`config.mk`:
```
export PLATFORM = sky130hd
export DESIGN_NAME = mem_nack_replay_buf
export DESIGN_NICKNAME = d
export VERILOG_FILES = /design/src/rtl/mem_nack_replay_buf_pkg.sv /design/src/rtl/mem_nack_replay_rr_pick.sv /design/src/rtl/mem_nack_replay_buf.sv
export SDC_FILE = /design/constraint.sdc
export NUM_CORES = 1
export LEC_CHECK = 0
export ABC_AREA = 0
export BUFFER_PORTS_ARGS = -buffer_cell sky130_fd_sc_hd__buf_2
export CAP_MARGIN = 5
export CORE_MARGIN = 3
export CORE_UTILIZATION = 51
export CTS_BUF_LIST = sky130_fd_sc_hd__clkbuf_16
export CTS_CLUSTER_DIAMETER = 80
export CTS_CLUSTER_SIZE = 25
export DETAILED_ROUTE_END_ITERATION = 8
export PLACE_DENSITY = 0.75
export REMOVE_ABC_BUFFERS = 1
export SETUP_SLACK_MARGIN = 0.05
export SYNTH_ARGS = -nofsm -noshare
export SYNTH_HDL_FRONTEND = slang
export SYNTH_HIERARCHICAL = 1
export SYNTH_SLANG_ARGS = --single-unit
export TNS_END_PERCENT = 100
```
`constraint.sdc`:
```
create_clock -name clk -period 8.8 [get_ports clk]
set_input_delay 0.44 -clock clk [delete_from_list [all_inputs] [get_ports clk]]
set_output_delay 0.44 -clock clk [all_outputs]
set_load 0.02 [all_outputs]
```
`src/rtl/mem_nack_replay_buf_pkg.sv`:
```
// Shared definitions for the memory nack/replay buffer.
// Holds the default memory-interface widths and the per-entry state encoding.
package mem_nack_replay_buf_pkg;

    localparam int unsigned MEM_ADDR_BITS = 32;
    localparam int unsigned MEM_DATA_BITS = 32;
    localparam int unsigned MEM_TAG_BITS  = 4;

    // Entry lifecycle: FREE -> ISSUE -> WAIT -> FREE, or back to ISSUE on a nack.
    typedef enum logic [1:0] {
        MNR_FREE  = 2'd0,
        MNR_ISSUE = 2'd1,
        MNR_WAIT  = 2'd2
    } mnr_state_e;

endpackage

```
`src/rtl/mem_nack_replay_rr_pick.sv`:
```
// Round-robin picker for the replay buffer.
// Scans the request vector starting at ptr_i and wraps around; the first set bit wins.
// Ports:
//   req_i   - one bit per entry that wants to be picked
//   ptr_i   - index with highest priority this cycle
//   valid_o - some request is set
//   grant_o - one-hot grant
//   idx_o   - index of the granted entry
module mem_nack_replay_rr_pick #(
    parameter int unsigned NUM_ENTRIES = 4,
    localparam int unsigned IdxW = $clog2(NUM_ENTRIES)
) (
    input  logic [NUM_ENTRIES-1:0] req_i,
    input  logic [IdxW-1:0]        ptr_i,
    output logic                   valid_o,
    output logic [NUM_ENTRIES-1:0] grant_o,
    output logic [IdxW-1:0]        idx_o
);

    logic [IdxW-1:0] cand;

    always_comb begin
        valid_o = 1'b0;
        grant_o = '0;
        idx_o   = '0;
        cand    = '0;
        for (int unsigned i = 0; i < NUM_ENTRIES; i++) begin
            // NUM_ENTRIES is a power of two, so the add wraps naturally.
            cand = ptr_i + IdxW'(i);
            if (!valid_o && req_i[cand]) begin
                valid_o       = 1'b1;
                grant_o[cand] = 1'b1;
                idx_o         = cand;
            end
        end
    end

endmodule

```
`src/rtl/mem_nack_replay_buf.sv`:
```
// Nack/replay buffer between a core memory port and the crossbar core0 port.
// Every accepted request lives in an entry until it gets a good response; a nacked
// request is re-issued. Requests whose tag or address collide with an outstanding
// entry are stalled so that replays cannot reorder accesses.
// Ports:
//   clk, reset            - clock, synchronous active-high reset
//   cpu_req_*             - request from the core (val/rdy handshake)
//   cpu_resp_*            - good responses back to the core (never nacks)
//   mem_req_*             - request to the crossbar (val/rdy handshake)
//   mem_resp_*            - response / nack from the crossbar
//   outstanding           - number of non-FREE entries
module mem_nack_replay_buf
    import mem_nack_replay_buf_pkg::*;
#(
    parameter int unsigned NUM_ENTRIES = 4,
    parameter int unsigned ADDR_BITS   = MEM_ADDR_BITS,
    parameter int unsigned DATA_BITS   = MEM_DATA_BITS,
    parameter int unsigned TAG_BITS    = MEM_TAG_BITS,
    localparam int unsigned IdxW = $clog2(NUM_ENTRIES),
    localparam int unsigned CntW = $clog2(NUM_ENTRIES + 1)
) (
    input  logic                 clk,
    input  logic                 reset,
    input  logic                 cpu_req_val,
    output logic                 cpu_req_rdy,
    input  logic                 cpu_req_rw,
    input  logic [ADDR_BITS-1:0] cpu_req_addr,
    input  logic [DATA_BITS-1:0] cpu_req_data,
    input  logic [TAG_BITS-1:0]  cpu_req_tag,
    output logic                 cpu_resp_val,
    output logic [DATA_BITS-1:0] cpu_resp_data,
    output logic [TAG_BITS-1:0]  cpu_resp_tag,
    output logic                 mem_req_val,
    input  logic                 mem_req_rdy,
    output logic                 mem_req_rw,
    output logic [ADDR_BITS-1:0] mem_req_addr,
    output logic [DATA_BITS-1:0] mem_req_data,
    output logic [TAG_BITS-1:0]  mem_req_tag,
    input  logic                 mem_resp_val,
    input  logic                 mem_resp_nack,
    input  logic [DATA_BITS-1:0] mem_resp_data,
    input  logic [TAG_BITS-1:0]  mem_resp_tag,
    output logic [CntW-1:0]      outstanding
);

    mnr_state_e           state_q [NUM_ENTRIES];
    mnr_state_e           state_d [NUM_ENTRIES];
    logic                 rw_q    [NUM_ENTRIES];
    logic [ADDR_BITS-1:0] addr_q  [NUM_ENTRIES];
    logic [DATA_BITS-1:0] data_q  [NUM_ENTRIES];
    logic [TAG_BITS-1:0]  tag_q   [NUM_ENTRIES];

    logic [IdxW-1:0] ptr_q, ptr_d;
    logic [CntW-1:0] cnt_q, cnt_d;

    logic [NUM_ENTRIES-1:0] free_vec, issue_vec, tag_hit_vec, addr_hit_vec, resp_hit_vec;
    logic [IdxW-1:0]        alloc_idx;
    logic                   alloc_found;
    logic                   accept, handshake, resp_hit;

    logic                   pick_valid;
    logic [NUM_ENTRIES-1:0] pick_grant;
    logic [IdxW-1:0]        pick_idx;

    // Per-entry decode against registered state only.
    always_comb begin
        free_vec     = '0;
        issue_vec    = '0;
        tag_hit_vec  = '0;
        addr_hit_vec = '0;
        resp_hit_vec = '0;
        alloc_idx    = '0;
        alloc_found  = 1'b0;
        for (int unsigned i = 0; i < NUM_ENTRIES; i++) begin
            free_vec[i]     = (state_q[i] == MNR_FREE);
            issue_vec[i]    = (state_q[i] == MNR_ISSUE);
            tag_hit_vec[i]  = !free_vec[i] && (tag_q[i] == cpu_req_tag);
            addr_hit_vec[i] = !free_vec[i] && (addr_q[i] == cpu_req_addr);
            resp_hit_vec[i] = (state_q[i] == MNR_WAIT) && (tag_q[i] == mem_resp_tag);
            if (free_vec[i] && !alloc_found) begin
                alloc_found = 1'b1;
                alloc_idx   = IdxW'(i);
            end
        end
    end

    mem_nack_replay_rr_pick #(
        .NUM_ENTRIES (NUM_ENTRIES)
    ) u_rr_pick (
        .req_i   (issue_vec),
        .ptr_i   (ptr_q),
        .valid_o (pick_valid),
        .grant_o (pick_grant),
        .idx_o   (pick_idx)
    );

    always_comb begin
        cpu_req_rdy = !reset && alloc_found && !(|tag_hit_vec) && !(|addr_hit_vec);
        accept      = cpu_req_val && cpu_req_rdy;

        // Fields come straight from the picked entry, so they stay put until a
        // handshake moves the pointer or a higher-priority entry becomes eligible.
        mem_req_val  = !reset && pick_valid;
        mem_req_rw   = rw_q[pick_idx];
        mem_req_addr = addr_q[pick_idx];
        mem_req_data = data_q[pick_idx];
        mem_req_tag  = tag_q[pick_idx];
        handshake    = mem_req_val && mem_req_rdy;

        resp_hit      = |resp_hit_vec;
        cpu_resp_val  = !reset && mem_resp_val && resp_hit;
        cpu_resp_data = mem_resp_data;
        cpu_resp_tag  = mem_resp_tag;

        outstanding = reset ? '0 : cnt_q;
    end

    always_comb begin
        for (int unsigned i = 0; i < NUM_ENTRIES; i++) begin
            state_d[i] = state_q[i];
            unique case (state_q[i])
                MNR_FREE: begin
                    if (accept && (alloc_idx == IdxW'(i))) state_d[i] = MNR_ISSUE;
                end
                MNR_ISSUE: begin
                    if (handshake && pick_grant[i]) state_d[i] = MNR_WAIT;
                end
                MNR_WAIT: begin
                    if (resp_hit_vec[i] && mem_resp_val) begin
                        state_d[i] = MNR_FREE;
                    end else if (resp_hit_vec[i] && mem_resp_nack) begin
                        state_d[i] = MNR_ISSUE;
                    end
                end
                default: state_d[i] = MNR_FREE;
            endcase
        end
        ptr_d = handshake ? pick_idx + IdxW'(1) : ptr_q;
        cnt_d = cnt_q + CntW'(accept) - CntW'(cpu_resp_val);
    end

    always_ff @(posedge clk) begin
        if (reset) begin
            for (int unsigned i = 0; i < NUM_ENTRIES; i++) state_q[i] <= MNR_FREE;
            ptr_q <= '0;
            cnt_q <= '0;
        end else begin
            for (int unsigned i = 0; i < NUM_ENTRIES; i++) state_q[i] <= state_d[i];
            ptr_q <= ptr_d;
            cnt_q <= cnt_d;
        end
    end

    // Payload needs no reset: it is only read while the entry is non-FREE.
    always_ff @(posedge clk) begin
        for (int unsigned i = 0; i < NUM_ENTRIES; i++) begin
            if (accept && (alloc_idx == IdxW'(i))) begin
                rw_q[i]   <= cpu_req_rw;
                addr_q[i] <= cpu_req_addr;
                data_q[i] <= cpu_req_data;
                tag_q[i]  <= cpu_req_tag;
            end
        end
    end

endmodule

```
Word-level counts from Yosys, hierarchy flattened
Memory sizes are Yosys's and may differ from the RTL's.
Cells that the tools add are included.

operators by class
  $add $sub $neg = 6
  equal/unequal tests = 23
  reductions and logical operators = 79
  order comparisons = 8
  muxes and demuxes = 107
  bitwise operators = 7

operators with widths
  operator               count
  $mux W32               6
  $reduce_or A32 Y1      6
  $eq A32 B32 Y1         4
  $mux W2                38
  $logic_and A1 B1 Y1    46
  $mux W1                43
  $eq A4 B4 Y1           8
  $mux W4                7
  $pmux W2 S3            4
  $reduce_or A4 Y1       6
  $logic_not A1 Y1       13
  $eq A2 B2 Y1 const B   6
  $lt A2 B3 Y1 const B   4
  $or A4 B4 Y4           3
  $eq A2 B1 Y1 const B   5
  $logic_not A2 Y1       5
  $bmux W1 S2            4
  $demux W1 S2           4
  $ge A2 B1 Y1 const B   4
  $add A2 B1 Y2 const B  2
  $add A2 B2 Y2 const B  2
  $or A1 B1 Y1           4
  $add A3 B1 Y3          1
  $mux W3                1
  2 further kinds        4

storage, ports and cells
  bits in writable memories = 284
  flip-flop bits (word level) = 5
  logic and storage cells = 237
  output and inout port bits = 111
  memories kept = 5

memory list
  name     words  width  read ports  clocked after memory_dff  write ports  RTL line                   source
  addr_q   4      32     5           0                         1            mem_nack_replay_buf.sv:49  logic [ADDR_BITS-1:0] addr_q [NUM_ENTRIES];
  data_q   4      32     1           0                         1            mem_nack_replay_buf.sv:50  logic [DATA_BITS-1:0] data_q [NUM_ENTRIES];
  tag_q    4      4      5           0                         1            mem_nack_replay_buf.sv:51  logic [TAG_BITS-1:0] tag_q [NUM_ENTRIES];
  state_q  4      2      4           0                         4            mem_nack_replay_buf.sv:46  mnr_state_e state_q [NUM_ENTRIES];
  rw_q     4      1      1           0                         1            mem_nack_replay_buf.sv:48  logic rw_q [NUM_ENTRIES];

Longest topological paths before layout
  depth after elaboration = 22
  gate-level depth with buffers = 14

Modules after synthesis
The synthesis kept the hierarchy.

by module, submodules not included
  module                   instances  seq. area each (µm²)  area an instance (µm²)  cells each
  mem_nack_replay_buf      1          8548.2                12859.8                 723
  mem_nack_replay_rr_pick  1          0.0                   422.9                   45

Least setup slack after synthesis
Ideal clock, no wire load.

  path type = input -> register
  from = input cpu_req_tag[0]
  to = memory addr_q[1][0] (netlist bit) (enable)
  buffers on the path = 1
  required time = 8.134 ns
  path slack = 0.040 ns
  stages on the path = 7
  setup time = 0.666 ns
  arrival time = 8.094 ns
  cell sequence = buf_2 -> xnor2_1 -> a41oi_1 -> o2111ai_2 -> nor4_4 -> nand3b_2 -> nor4_1

on the way
  word-level cells in the longest chain between the ends = 14
  elaborated cells between the ends (all ways) = 34

RTL lines
  element                                                                  RTL line                    source
  from (decl)                                                              mem_nack_replay_buf.sv:29   input logic [TAG_BITS-1:0] cpu_req_tag,
  $eq A4 B4 Y1                                                             mem_nack_replay_buf.sv:77   tag_hit_vec[i] = !free_vec[i] && (tag_q[i] == cpu_req_tag);
  $logic_and A1 B1 Y1                                                      mem_nack_replay_buf.sv:77
  $reduce_or A4 Y1 *                                                       mem_nack_replay_buf.sv:98   cpu_req_rdy = !reset && alloc_found && !(|tag_hit_vec) && !(|addr_hit_vec);
  $logic_not A1 Y1 *                                                       mem_nack_replay_buf.sv:98
  $logic_and A1 B1 Y1 * (2 in a row)                                       mem_nack_replay_buf.sv:98
  $logic_and A1 B1 Y1 *                                                    mem_nack_replay_buf.sv:99   accept = cpu_req_val && cpu_req_rdy;
  $logic_and A1 B1 Y1                                                      mem_nack_replay_buf.sv:157  if (accept && (alloc_idx == IdxW'(i))) begin
  $mux W1                                                                  mem_nack_replay_buf.sv:157
  $mux W1 (implied by the code)                                            mem_nack_replay_buf.sv:159  addr_q[i] <= cpu_req_addr;
  $reduce_or A32 Y1 (no source line)                                       n/a
  $mux W2 (no source line) / $mux W1 (equally long branches) (3 in a row)  n/a
  to (decl)                                                                mem_nack_replay_buf.sv:49

Every way passes the cells marked *; elsewhere a longest branch is shown, timed or not.

Final worst setup path
  from = register ptr_q[0]
  to = output mem_req_addr[20]

on the way
  word-level cells in the longest chain between the ends = 13
  elaborated cells between the ends (all ways) = 25

RTL lines
  element                                                                 RTL line                       source
  from (decl)                                                             mem_nack_replay_buf.sv:53      logic [IdxW-1:0] ptr_q, ptr_d;
  from (signal assigned)                                                  mem_nack_replay_buf.sv:149     ptr_q <= ptr_d;
  parallel branches: the longest is 11 deep, another holds $add A2 B1 Y2  n/a
  $mux W2 *                                                               mem_nack_replay_rr_pick.sv:30  if (!valid_o && req_i[cand]) begin
  named net pick_idx[0]                                                   mem_nack_replay_buf.sv:63      logic [IdxW-1:0] pick_idx;
  $mem_v2 Z4 W32 *                                                        n/a
  to (decl)                                                               mem_nack_replay_buf.sv:36      output logic [ADDR_BITS-1:0] mem_req_addr,

Mark *: on every way through the listed nets, which the timed path passes. The select of a mux whose other input is x is not followed.

==> qor.yml <==
outcome:
  outcome: "finished, final reports clean"
placed_design:
  portBuffers: 157
  gp_congestion: 0.820
  dpl.hpwl_mm: 20.4
  dp_cells: 1201
  place_ws_ps: 3830
  dpl_cell_area_mm2: 0.0142
cts:
  cts-resized-gates: 0
  cts_sinks: 289
  cts_buffers: 16
  cts.path.max_buffers: 3
  cts-root-buf: "clkbuf_16"
  clkLatencyLatePin_ps: 500
  holdBufCountCts: 0
  cts_setup_buffers: 0
  ctsHtreeMaxLevel: 1
  cts_tree: "done"
  clk_pin_slew_worst_paths_ps: 90
floorplanning:
  die_area_mm2: 0.0280
  num_io_pins: 222
  die_y_um: 167
  coreArea_mm2: 0.0254
  die_x_um: 167
  initial_core_util_pct: 52.3
  rows: 58
sta:
  period_needed_ps: 5390
  finalMaxSlewViolations: 0
  hold_viol_final: 0
  setup_ws_ps: 3410
  rsz0062_at_grt: "no"
  fin_crit_sh_pct: 61.3
  holdWs_ps: 153
  worst_slew_pin_slew_ps: 1050
  fin_skew_ps: 30.3
  fmax_mhz: 186
  final-setup-viol-count: 0
  slew_headroom_pct: 29.8
global_route:
  use_met3_pct: 6.26
  grt_util_met1_pct: 29.9
  grt_use_total_pct: 21.0
  grt_pass1_vias: 7399
  grt.met2_usage_pct: 33.4
  globalRouteOverflowTotal: 0
  antenna_found_initial: 5
  grt_pass1_wl_mm: 45.3
  grt_max_degree: 68
  grt_busiest_layer: "met2"
logic_synthesis:
  syn_avg_cell_area_um2: 17.3
  synth_common_cells: "edfxtp_1, xor2_1, mux4_2, buf_4, xnor2_1"
  ys_types: 63
  yosysTopAreaCell: "edfxtp_1"
  ys_seq_area_share_pct: 64.4
  synthTopCellsByArea: "edfxtp_1, mux4_2, xor2_1, xnor2_1, buf_4"
  synth_edf_count: 276
  synth.most_common_cell: "edfxtp_1"
  synthArstFlopShare_pct: 0
  ys_ff_latch: 289
  synth_top_area_share_pct: 62.4
  synthesis.area_mm2: 0.0133
  ys.flop_type: "edfxtp_1"
  yosys_warnings: 6
  syn_inst: 768
drt:
  vias: 7203
  postRouteAntennaNets: 0
  wire_per_inst_um: 24.4
  via_per_inst: 5.87
  drt_iter0_drc: 632
  drt-total-wl_mm: 30.0
  drt_first_pass_iters: 5
  drc: 0
layout:
  layout-drive-gt1-share_pct: 31.4
  areaGrowthSynthToFinish_pct: 10.7
  fin_nets: 1008
  fin_cells: 1228
  fillers: 1998
  final_area_mm2: 0.0147
critical_path:
  r2r_slack_ps: 4700
  r2r_cells: 11
  critPathLaunch: "ptr_q[0]$_SDFFE_PP0P_"
  critPathMaxStageDelay_ps: 840
  cp-start-kind: "flip-flop"
  rr_startpoint: "ptr_q[0]$_SDFFE_PP0P_"
  cp-end-kind: "output port"
  cp_top_family: "buffers and inverters"
  crit_buf_inv: 4
  path_max_fanout: 47
  path_cells: "inv_1 -> ha_1 -> mux4_2 -> and2b_2 -> o21ai_0 -> o31ai_4 -> buf_4 -> buf_4 -> mux4_2 -> buf_2"
  worstSetupPathType: "reg -> out"
  required_ps: 8360
  rr_endpoint: "ptr_q[1]$_SDFFE_PP0P_"
  cp.arrival_ps: 4950
  slowest_stage: "buf_4"
hold_path:
  hold_class: "in -> reg"
  hold_depth: 1
  min-delay-start: "cpu_req_data[7]"
  holdPathEnd: "data_q[3][7]$_DFFE_PP_"
power:
  ir_worst_vdd_mv: 0.200
  power_density_mw_per_mm2: 179
  leakage_nw: 4.88
  p_total_w: 0.00263
flow_run:
  cap_violations: 0
[worst max-delay path by stage]
| stage | to | slack (ps) | cells after the start |
|---|---|---|---|
| floorplan | mem_req_tag[0] | -3300 | 6 |
| global placement | mem_req_addr[19] | 3970 | 10 |
| detailed placement | mem_req_data[2] | 3830 | 10 |
| CTS | mem_req_data[2] | 3290 | 10 |
| global route | mem_req_addr[20] | 3000 | 10 |
| finish | mem_req_addr[20] | 3410 | 10 |
[layout by cell type (no fill, tap or decap), types with 3 or more instances in the layout]
cell,count
a32oi_1,3
nand2b_1,3
dfxtp_1,13
clkbuf_16,17
xor2_1,125
nand3_1,7
nor3_2,4
edfxtp_1,276
buf_2,157
nor2_1,20
inv_1,12
nand4_1,9
mux4_2,70
nor2b_1,11
buf_4,8
o21ai_0,13
nor3_1,7
ha_1,7
xnor2_1,36
nand2_1,5
a22oi_1,8
a21oi_1,4
mux4_1,3
nor4_1,27
a31oi_1,3
[logic make-up after synthesis]
kind of cell / share of synthesized area, %
flip-flops: 64.4
XOR/XNOR: 10.6
AND/OR/NAND/NOR: 5.48
multiplexers: 12.7
buffers and inverters: 3.24
AO/OA/AOI/OAI: 2.79
adder cells (fa/ha/maj): 0.810
[metal layers]
metal	routed length, um	up-vias
met5	34	-
met4	245	6
met3	2580	26
met2	14400	281
met1	12700	3674
li1	-	3216
[power by group]
part           internal, W  leakage, nW  switching (W)
logic             0.000104         2.01       0.000163
clock network     0.000389        0.259       0.000427
registers          0.00153         2.61      0.0000143
total              0.00203         4.88       0.000604
[area by class of cell]
cell class	count	area (um2)	share of cell area (%)
flip-flops and latches	289	8550	58.2
multi-input cells	408	4350	29.6
repair buffers	165	846	5.75
clock buffers	17	425	2.89
well taps	330	413	2.81
clock inverters	8	80.1	0.545
inverters	9	33.8	0.230
diodes	2	5.00	0.0340
[registers in the layout, indices dropped and copies added, names as in the netlist]
signal and cells:
addr_q 128, cnt_q 3, data_q 128, ptr_q 2, rw_q 4, state_q 8
tag_q 16
[per-stage QoR]
stage | util (%) | setup TNS (ps)
floorplan | - | -215620
global placement | 55.9 | 0
detailed placement | 55.9 | 0
CTS | 57.9 | 0
global route | 57.9 | 0
finish | 57.9 | 0
No activity file was read; power rests on OpenSTA's default activity.
